**config.mk**
```make
export PLATFORM = sky130hd
export DESIGN_NAME = spi_cmd_handler
export DESIGN_NICKNAME = d
export VERILOG_FILES = /design/src/rtl/spi_cmd_handler.sv
export SDC_FILE = /design/constraint.sdc
export NUM_CORES = 1
export LEC_CHECK = 0
export CORE_ASPECT_RATIO = 0.8
export CORE_MARGIN = 2
export CORE_UTILIZATION = 45
export CTS_CLUSTER_DIAMETER = 120
export DETAILED_ROUTE_END_ITERATION = 10
export PLACE_DENSITY = 0.74
export SETUP_SLACK_MARGIN = 0.1
export SLEW_MARGIN = 20
export SYNTH_ARGS = -nofsm -noshare
export SYNTH_HDL_FRONTEND = slang
export SYNTH_SLANG_ARGS = --single-unit
export TNS_END_PERCENT = 10
```
**constraint.sdc**
```tcl
create_clock -name clk -period 4.15 [get_ports clk]
set_input_delay 0.83 -clock clk [delete_from_list [all_inputs] [get_ports clk]]
set_output_delay 0.83 -clock clk [all_outputs]
set_load 0.1 [all_outputs]
```
**src/rtl/spi_cmd_handler.sv**
```systemverilog
// Command dispatcher behind the SPI slave: decodes 32-bit frames, updates the data and LED
// registers, and queues 24-bit responses for read opcodes.
module spi_cmd_handler #(
  parameter int unsigned LED_W     = 16,
  parameter logic [15:0] INIT_LEDS = 16'h0000
) (
  input  logic             clk,
  input  logic             reset,
  input  logic [31:0]      rd_data,
  input  logic             rd_data_available,
  output logic             rd_ack,
  input  logic             wr_buffer_free,
  output logic             wr_en,
  output logic [23:0]      wr_data,
  output logic [LED_W-1:0] leds,
  output logic [15:0]      cmd_count,
  output logic [7:0]       err_count,
  output logic             busy
);

  typedef enum logic [2:0] {StIdle, StExec, StWaitWr, StAck, StWaitClr} state_e;

  state_e      state_q;
  logic [7:0]  opcode_q;
  logic [15:0] payload_q;
  logic [15:0] data_reg_q;
  logic [15:0] leds_ext;
  logic        is_read;
  logic        unused_hi;

  // The top byte of each frame carries nothing for this block.
  assign unused_hi = ^rd_data[31:24];
  assign is_read   = (opcode_q == 8'h03) || (opcode_q == 8'h05);

  always_comb begin
    leds_ext = '0;
    leds_ext[LED_W-1:0] = leds;
  end

  always_ff @(posedge clk) begin
    if (reset) begin
      state_q    <= StIdle;
      opcode_q   <= '0;
      payload_q  <= '0;
      data_reg_q <= '0;
      leds       <= INIT_LEDS[LED_W-1:0];
      cmd_count  <= '0;
      err_count  <= '0;
      wr_data    <= '0;
      wr_en      <= 1'b0;
      rd_ack     <= 1'b0;
      busy       <= 1'b0;
    end else begin
      wr_en  <= 1'b0;
      rd_ack <= 1'b0;
      unique case (state_q)
        StIdle: begin
          if (rd_data_available) begin
            opcode_q  <= rd_data[7:0];
            payload_q <= rd_data[23:8];
            state_q   <= StExec;
            busy      <= 1'b1;
          end
        end
        StExec: begin
          if (opcode_q <= 8'h05) begin
            cmd_count <= cmd_count + 16'd1;
          end else if (err_count != 8'hFF) begin
            err_count <= err_count + 8'd1;
          end
          case (opcode_q)
            8'h01: begin
              data_reg_q <= '0;
              leds       <= INIT_LEDS[LED_W-1:0];
            end
            8'h02:   data_reg_q <= ~payload_q;
            8'h03:   wr_data    <= {8'h00, ~data_reg_q};
            8'h04:   leds       <= payload_q[LED_W-1:0];
            8'h05:   wr_data    <= {8'h00, leds_ext};
            default: ;
          endcase
          if (is_read) begin
            // Launch the write pulse straight away if the slave already has room.
            wr_en   <= wr_buffer_free;
            state_q <= StWaitWr;
          end else begin
            rd_ack  <= 1'b1;
            state_q <= StAck;
          end
        end
        StWaitWr: begin
          // Skip the cycle after a pulse so wr_buffer_free has time to update.
          if (wr_en) begin
            rd_ack  <= 1'b1;
            state_q <= StAck;
          end else if (wr_buffer_free) begin
            wr_en <= 1'b1;
          end
        end
        StAck: state_q <= StWaitClr;
        StWaitClr: begin
          if (!rd_data_available) begin
            state_q <= StIdle;
            busy    <= 1'b0;
          end
        end
        default: begin
          state_q <= StIdle;
          busy    <= 1'b0;
        end
      endcase
    end
  end

endmodule

```
* Word level (Yosys, flattened, before mapping)
Index checks and enable logic that the tools add are counted.
** Word-level totals
- Bits in registers :: 110
- Logic and storage cells :: 63
** Cells by class
- Add/subtract/negate cells :: 2
- Order comparisons :: 1
- Eq/ne operators :: 13
- Multiplexer cells :: 18
- Bitwise gates (word level) :: 4
- Reductions and logical operators :: 14
** Operator list (number)
- one-hot mux 16 bit (2 select lines) :: 2
- one-hot mux 24 bit (2 select lines) :: 1
- NOT 16 bit :: 2
- adder 16 x 1 -> 16 bit, second input constant :: 1
- == test 8 x 2 -> 1 bit, second input constant :: 2
- == test 8 x 3 -> 1 bit, second input constant :: 2
- one-hot mux 3 bit (5 select lines) :: 1
- AND reduction 2 bit :: 5
- 2-to-1 mux 3 bit :: 3
- AND reduction 3 bit :: 3
- adder 8 x 1 -> 8 bit, second input constant :: 1
- == test 8 x 1 -> 1 bit, second input constant :: 1
- <= comparator 8 x 3 -> 1 bit, second input constant :: 1
- 2-to-1 mux 1 bit :: 8
- inequality test 8 bit, second input constant :: 1
- == test 3 x 2 -> 1 bit, second input constant :: 2
- inequality test 2 bit, second input constant :: 3
- nonzero test 2 bit :: 3
- one-hot mux 1 bit (2 select lines) :: 2
- == test 3 x 1 -> 1 bit, second input constant :: 1
- == test 3 bit, second input constant :: 1
- zero test 3 bit :: 1
- one-hot mux 1 bit (3 select lines) :: 1
- OR reduction 3 bit :: 1
- other kinds (2) :: 3

* Depth between registers and ports, before layout
- Word-level depth :: 4
- Depth in mapped cells :: 7
- Gate-level depth less buffers :: 5

* Worst setup path before layout
Ideal clock, no wire load.
- Path kind :: flip-flop to flip-flop
- Start point :: reg cmd_count[0]
- End point :: reg cmd_count[12]
- Setup time :: 0.071 ns
- Arrival time :: 2.252 ns
- Data required time :: 4.079 ns
- Slack :: 1.827 ns
- Stages on the path, launching flop included :: 6
- Path buffers :: 0
- Clock period less this slack :: 2.323 ns
- Cells stage by stage :: dfxtp_1 > ha_1 > a21boi_0 > nand4_1 > or3_1 > a21oi_1
** On the way
- Word-level cells in the longest chain between the ends :: 1
** Ends and longest elaborated chain
- from (decl) :: line 16 : output logic [15:0] cmd_count,
- from (signal assigned) :: line 67 : cmd_count <= cmd_count + 16'd1;
- adder 16 x 1 -> 16 bit :: line 67
No other way between the ends.
A chain may end at the register's enable or synchronous reset.

* Worst setup path after layout
- Start point :: reg cmd_count[0]
- End point :: out cmd_count[0]
No word-level cell between the ends.

==> impl_metrics.ini <==
[outcome]
status = finished, final reports clean

[power_and_ir_drop]
pwr-share-clk_pct = 36.3
p_comb_share_pct = 14.0
p_int_mw = 1.53
switching_share_pct = 28.4
finalPower_mw = 2.13
leakage_nw = 1.86
pwr-share-seq_pct = 49.7
power.density_nw_per_um2 = 395
ir_worst_vdd_uv = 221
p_sw_uw = 606

[critical_path]
end_kind = output port
crit_family = buffers and inverters
crit_path_cell_trace = clkdlybuf4s50_1
r2r_start = opcode_q[3]
crit_type = reg -> out
worst-path-stages = 1
arrival_ns = 2.02
cp-startpoint = cmd_count[0]
critPathBufInv = 1
path_max_fanout = 7
cp_slowest_cell = clkdlybuf4s50_1
startpoint_type = flip-flop
required_ns = 3.32
crit_end = cmd_count[0]
max_stage_delay_ns = 1.20
rr_worst_depth = 4
r2r-end = data_reg_q[7]
reg2reg_slack_ns = 1.79

[global_route]
antenna_found_initial = 0
grt_max_degree = 49
grt_pass1_wl_um = 16600
gr-total-overflow = 0
grt_usage_pct = 20.0
grt_pass1_vias = 3334

[clocking]
ctsHoldBuffers = 0
clock_latency_ns = 0.33
cts_setup_buffers = 0
cts.clk_slew.worst_paths_ns = 0.07
cts_buffers = 9
htree_num_levels = 3
post_cts_resized = 0
cts_buffer_depth = 2
cts_tree = yes
cts_sinks = 102
cts_root_buf = clkbuf_16

[floorplan]
ios = 103
rows = 31
die_w_um = 113
start_util_pct = 46.6
die_y_um = 90.9
fp.dieArea_um2 = 10200
coreArea_um2 = 9110

[placement]
gp_congestion = 0.789
numPortBuffers = 86
pre_cts_slack_ns = 1.60
dp.cells = 657
dp_hpwl_um = 7090

[synth]
ys_ff_latch = 102
synth_cell_type_count = 49
synth_area_leaders = dfxtp_1, nand2_1, a21oi_1
seq_area_frac_synth_pct = 48.1
synth-edff-count = 0
synth_area_um2 = 4250
synthMostInstantiatedCell = dfxtp_1
synthTopCellsByCount = dfxtp_1, nand2_1, a21oi_1
ys.flop_type = dfxtp_1
ys_warn_count = 0
syn-instance-count = 480
async_flop_share_pct = 0
postSynthAreaPerCell_um2 = 8.85
yosys.area.top_type_share_pct = 48.1
synth_area_leader_cell = dfxtp_1

[routing]
drt-initial-drc-count = 228
remaining_drc_errors = 0
ant_nets = 0
avgRoutedWirePerCell_um = 15.1
routed_wl_um = 10100
vias = 3649
vias_per_cell = 5.43
dr.pass1.iters = 4

[timing]
rsz0062_at_grt = no
skew_ns = 0.00438
tightestPinTransition_ns = 0.986
setup_violations = 0
fin_crit_sh_pct = 68.6
tns_ns = 0
fmax_ghz = 0.351
slew_violations = 0
slew_headroom_pct = 34.0
layout_setup_ws_ns = 1.30
period_needed_ns = 2.85
hold_ws_ns = 0.452
hold_viol = 0

[finish]
stdcell_count = 672
n_fill_cell = 807
drive_gt1_share_pct = 7.18
nNetsFinal = 591
regArea_um2 = 2040
multi_input_area_um2 = 1990
antennaDiodeCount = 0
syn_to_final_growth_pct = 27.1

[hold_path]
hold_path.class = reg -> reg

[flow_run]
maxCapViolations = 0
## worst min path at each step
stage	slack [ns]	startpoint	end	cells past startpoint
CTS	0.45	data_reg_q[6]	data_reg_q[6]	2
floorplan	0.42	data_reg_q[11]	data_reg_q[11]	2
detailed placement	0.44	data_reg_q[10]	data_reg_q[10]	2
global route	0.48	data_reg_q[14]	data_reg_q[14]	2
finish	0.45	data_reg_q[1]	data_reg_q[1]	2
global placement	0.43	data_reg_q[10]	data_reg_q[10]	2
## cells in the final DEF, fill, tap and decap left out, types with 9 or more instances in the layout
master           count
a21oi_1             47
a22o_1              16
clkbuf_16            9
clkdlybuf4s50_1     85
dfxtp_1            102
inv_1               13
nand2_1             85
nand2b_1            10
nand3_1             10
nand4_1              9
nor2_1              20
o21ai_0             13
o21ai_1             11
o31ai_1             13
or4_1               12
## logic make-up (layout without fill, tap and decap cells)
logic type      Yosys count  after routing  share of synthesized area (%)
flops                   102            102                           48.1
buf+inv                  50            120                           5.65
fa+ha+maj                 3              3                          0.824
mux                       9              9                           2.15
simple gates            189            189                           24.2
other cells               1              8                         0.0883
xor+xnor                  6              6                           1.24
compound gates          120            120                           17.8
## per-stage QoR
| step | cell area (um^2) | utilization [%] |
|---|---|---|
| floorplan | 4280 | - |
| global placement | 5130 | 56.3 |
| detailed placement | 5130 | 56.3 |
| CTS | 5400 | 59.3 |
| global route | 5400 | 59.3 |
| finish | 5400 | 59.3 |
## power groups by stage
stage	Combinational, mW	Clock (mW)	Sequential, mW
floorplan	0.188	0	1.11
global placement	0.291	0	1.08
detailed placement	0.298	0	1.08
CTS	0.299	0.792	1.06
global route	0.323	0.834	1.06
finish	0.299	0.776	1.06
## flip-flops by register name, indices dropped and copies added (netlist names), 3 cells and up
signal      cells
leds           16
opcode_q        8
err_count       8
data_reg_q     16
payload_q      16
state_q         3
cmd_count      16
wr_data        16
## metal layers
layer / GRT usage [%] / share of wire [%] / vias up
met5: 0 / 0 / -
met4: 5.18 / 0.92 / 0
met3: 3.96 / 5.4 / 8
met2: 32.2 / 47 / 101
li1: - / - / 1832
met1: 27.5 / 47 / 1708
## layout make-up
| cell class | count | share of cell area, % |
|---|---|---|
| Timing Repair Buffer | 92 | 16.7 |
| Sequential cell | 102 | 37.8 |
| Clock inverter | 5 | 0.648 |
| Clock buffer | 10 | 4.42 |
| Multi-Input combinational cell | 335 | 36.9 |
| Tap cell | 115 | 2.66 |
| Inverter | 13 | 0.903 |
(Power assumes the default switching activity.)
==> edit, RTL diff (config.mk and constraints unchanged) <==
Encoding of `state_e`: now Gray code (3 bits for 5 states).
--- a/src/rtl/spi_cmd_handler.sv
+++ b/src/rtl/spi_cmd_handler.sv
@@ -18,7 +18,7 @@
   output logic             busy
 );
 
-  typedef enum logic [2:0] {StIdle, StExec, StWaitWr, StAck, StWaitClr} state_e;
+  typedef enum logic [2:0] {StIdle = 3'b000, StExec = 3'b001, StWaitWr = 3'b011, StAck = 3'b010, StWaitClr = 3'b110} state_e;
 
   state_e      state_q;
   logic [7:0]  opcode_q;
Check against the original RTL: no difference found for any inputs over 10 cycles, from zero or initial values and one cycle with reset high; not proved beyond that.
==> edit against the original RTL <==
Total power is 0.57% higher; combinational power is 19% lower; register-to-register slack worse by 0.48 ns; largest cell class unchanged; setup slack better by 0.011 ns; final area is 0.65% higher; final cell count is 2.4% higher; die area is 0.20% higher; sequential cell count stayed put; synthesized area is 0.21% higher; clock skew is 0.0047 ns higher; non-clock buffer count is 1 higher; critical path type is now reg2reg; routed wire length is 5.2% higher; highest routed layer unchanged.
==> edit: results (changes against the original RTL) <==
metric	value	unit	change
outcome	finished, final reports clean		
Crit Path Class	reg2reg		
Clock Power Share	0.403		+0.040
slowest stage delay, CP	0.99	ns	-0.21 ns
slowest CP cell	nor4b_4		
met3 WL	758	um	+37%
Commonest cells post-synth	dfxtp_1, nand2_1, a21oi_1, nor2_1, clkbuf_1		
Post-Route M1 WL	4880	um	+2.9%
number of fillers in the final layout	789		-2.2%
share of layout cells above drive strength 1	0.0558		-0.0160
P_int	1.58	mW	+3.6%
met1 Usage GRT	0.290		+0.0152
via count	3908		+7.1%
GPL Wtd Cong	0.763		-3.3%
reg2reg start	state_q[0]$_SDFFE_PP0P_		
Slew headroom	0.277		-0.0634
post-synthesis mux area share	0.0215		-0.0000442
power density over the cells	395	nW/um2	about the same
M3 GR Usage	0.0527		+0.0131
routed wire length	10700	um	+5.2%
Non-CTS buffers	93		+1.1%
multi-input logic cell count	351		+4.8%
pre-CTS WS	1.43	ns	-0.171 ns
sequential-to-total area share from yosys stat	0.480		-0.000989
Worst Skew	0.00908	ns	+0.00470 ns
routed wire length on met2	4930	um	+3.6%
final net count	606		+2.5%
inverters	11		-2
First DRT Iteration DRCs	273		+20%
delay-heaviest family, CP	simple AND/OR/NAND/NOR gates		
DPL Wire Length	7050	um	-0.64%
Synth area leaders	dfxtp_1, a21oi_1, nand2_1		
Synth Area in Compound Gates	0.196		+0.0187
clk tree area frac	0.0573		+0.00658
vias in the first global route	3537		+6.1%
sequential share of power	0.483		-0.014
XOR/XNOR Fraction of Synth Area	0.0103		-0.00208
Post-DP Area	5130	um2	about the same
clkbuf count	12		+2
CP max FO	22		+15
drt pass-1 iters	5		+1
GRT Util Overall	0.207		+0.00694
largest net degree at the start of global routing	79		+61%
Leakage	1.82	nW	-2.1%
fraction of area in multi-input gates	0.366		-0.00284
global-route wire length before repair	17300	um	+4.3%
final core occ	0.597		+0.00384
[edit: cell count changes in the layout (fill, tap and decap cells not counted), sizes merged, moves of 6 or more]
| cell | before | now |
|---|---|---|
| a21oi | 47 | 65 |
| a22o | 16 | 0 |
| a211oi | 1 | 11 |
| a311oi | 9 | 1 |
| nand2 | 85 | 68 |
| or4 | 13 | 19 |
| a22oi | 0 | 16 |
| nand3 | 10 | 26 |
| nand2b | 10 | 1 |
| nor2 | 20 | 38 |
| or2 | 11 | 1 |
[edit: final timing paths]
check,to,slack (ns)
worst max-delay path,wr_data[6]$_SDFFE_PP0P_,1.31
worst min-delay path,data_reg_q[6]$_SDFFE_PP0P_,0.47
worst max register to register,wr_data[6]$_SDFFE_PP0P_,1.31
worst min register to register,data_reg_q[6]$_SDFFE_PP0P_,0.47
[edit: through the flow]
stage,hold WS (ns),instances
after floorplan,0.438,512
after global placement,0.448,672
after detailed placement,0.458,672
after CTS,0.467,688
after global routing,0.487,688
final,0.465,688
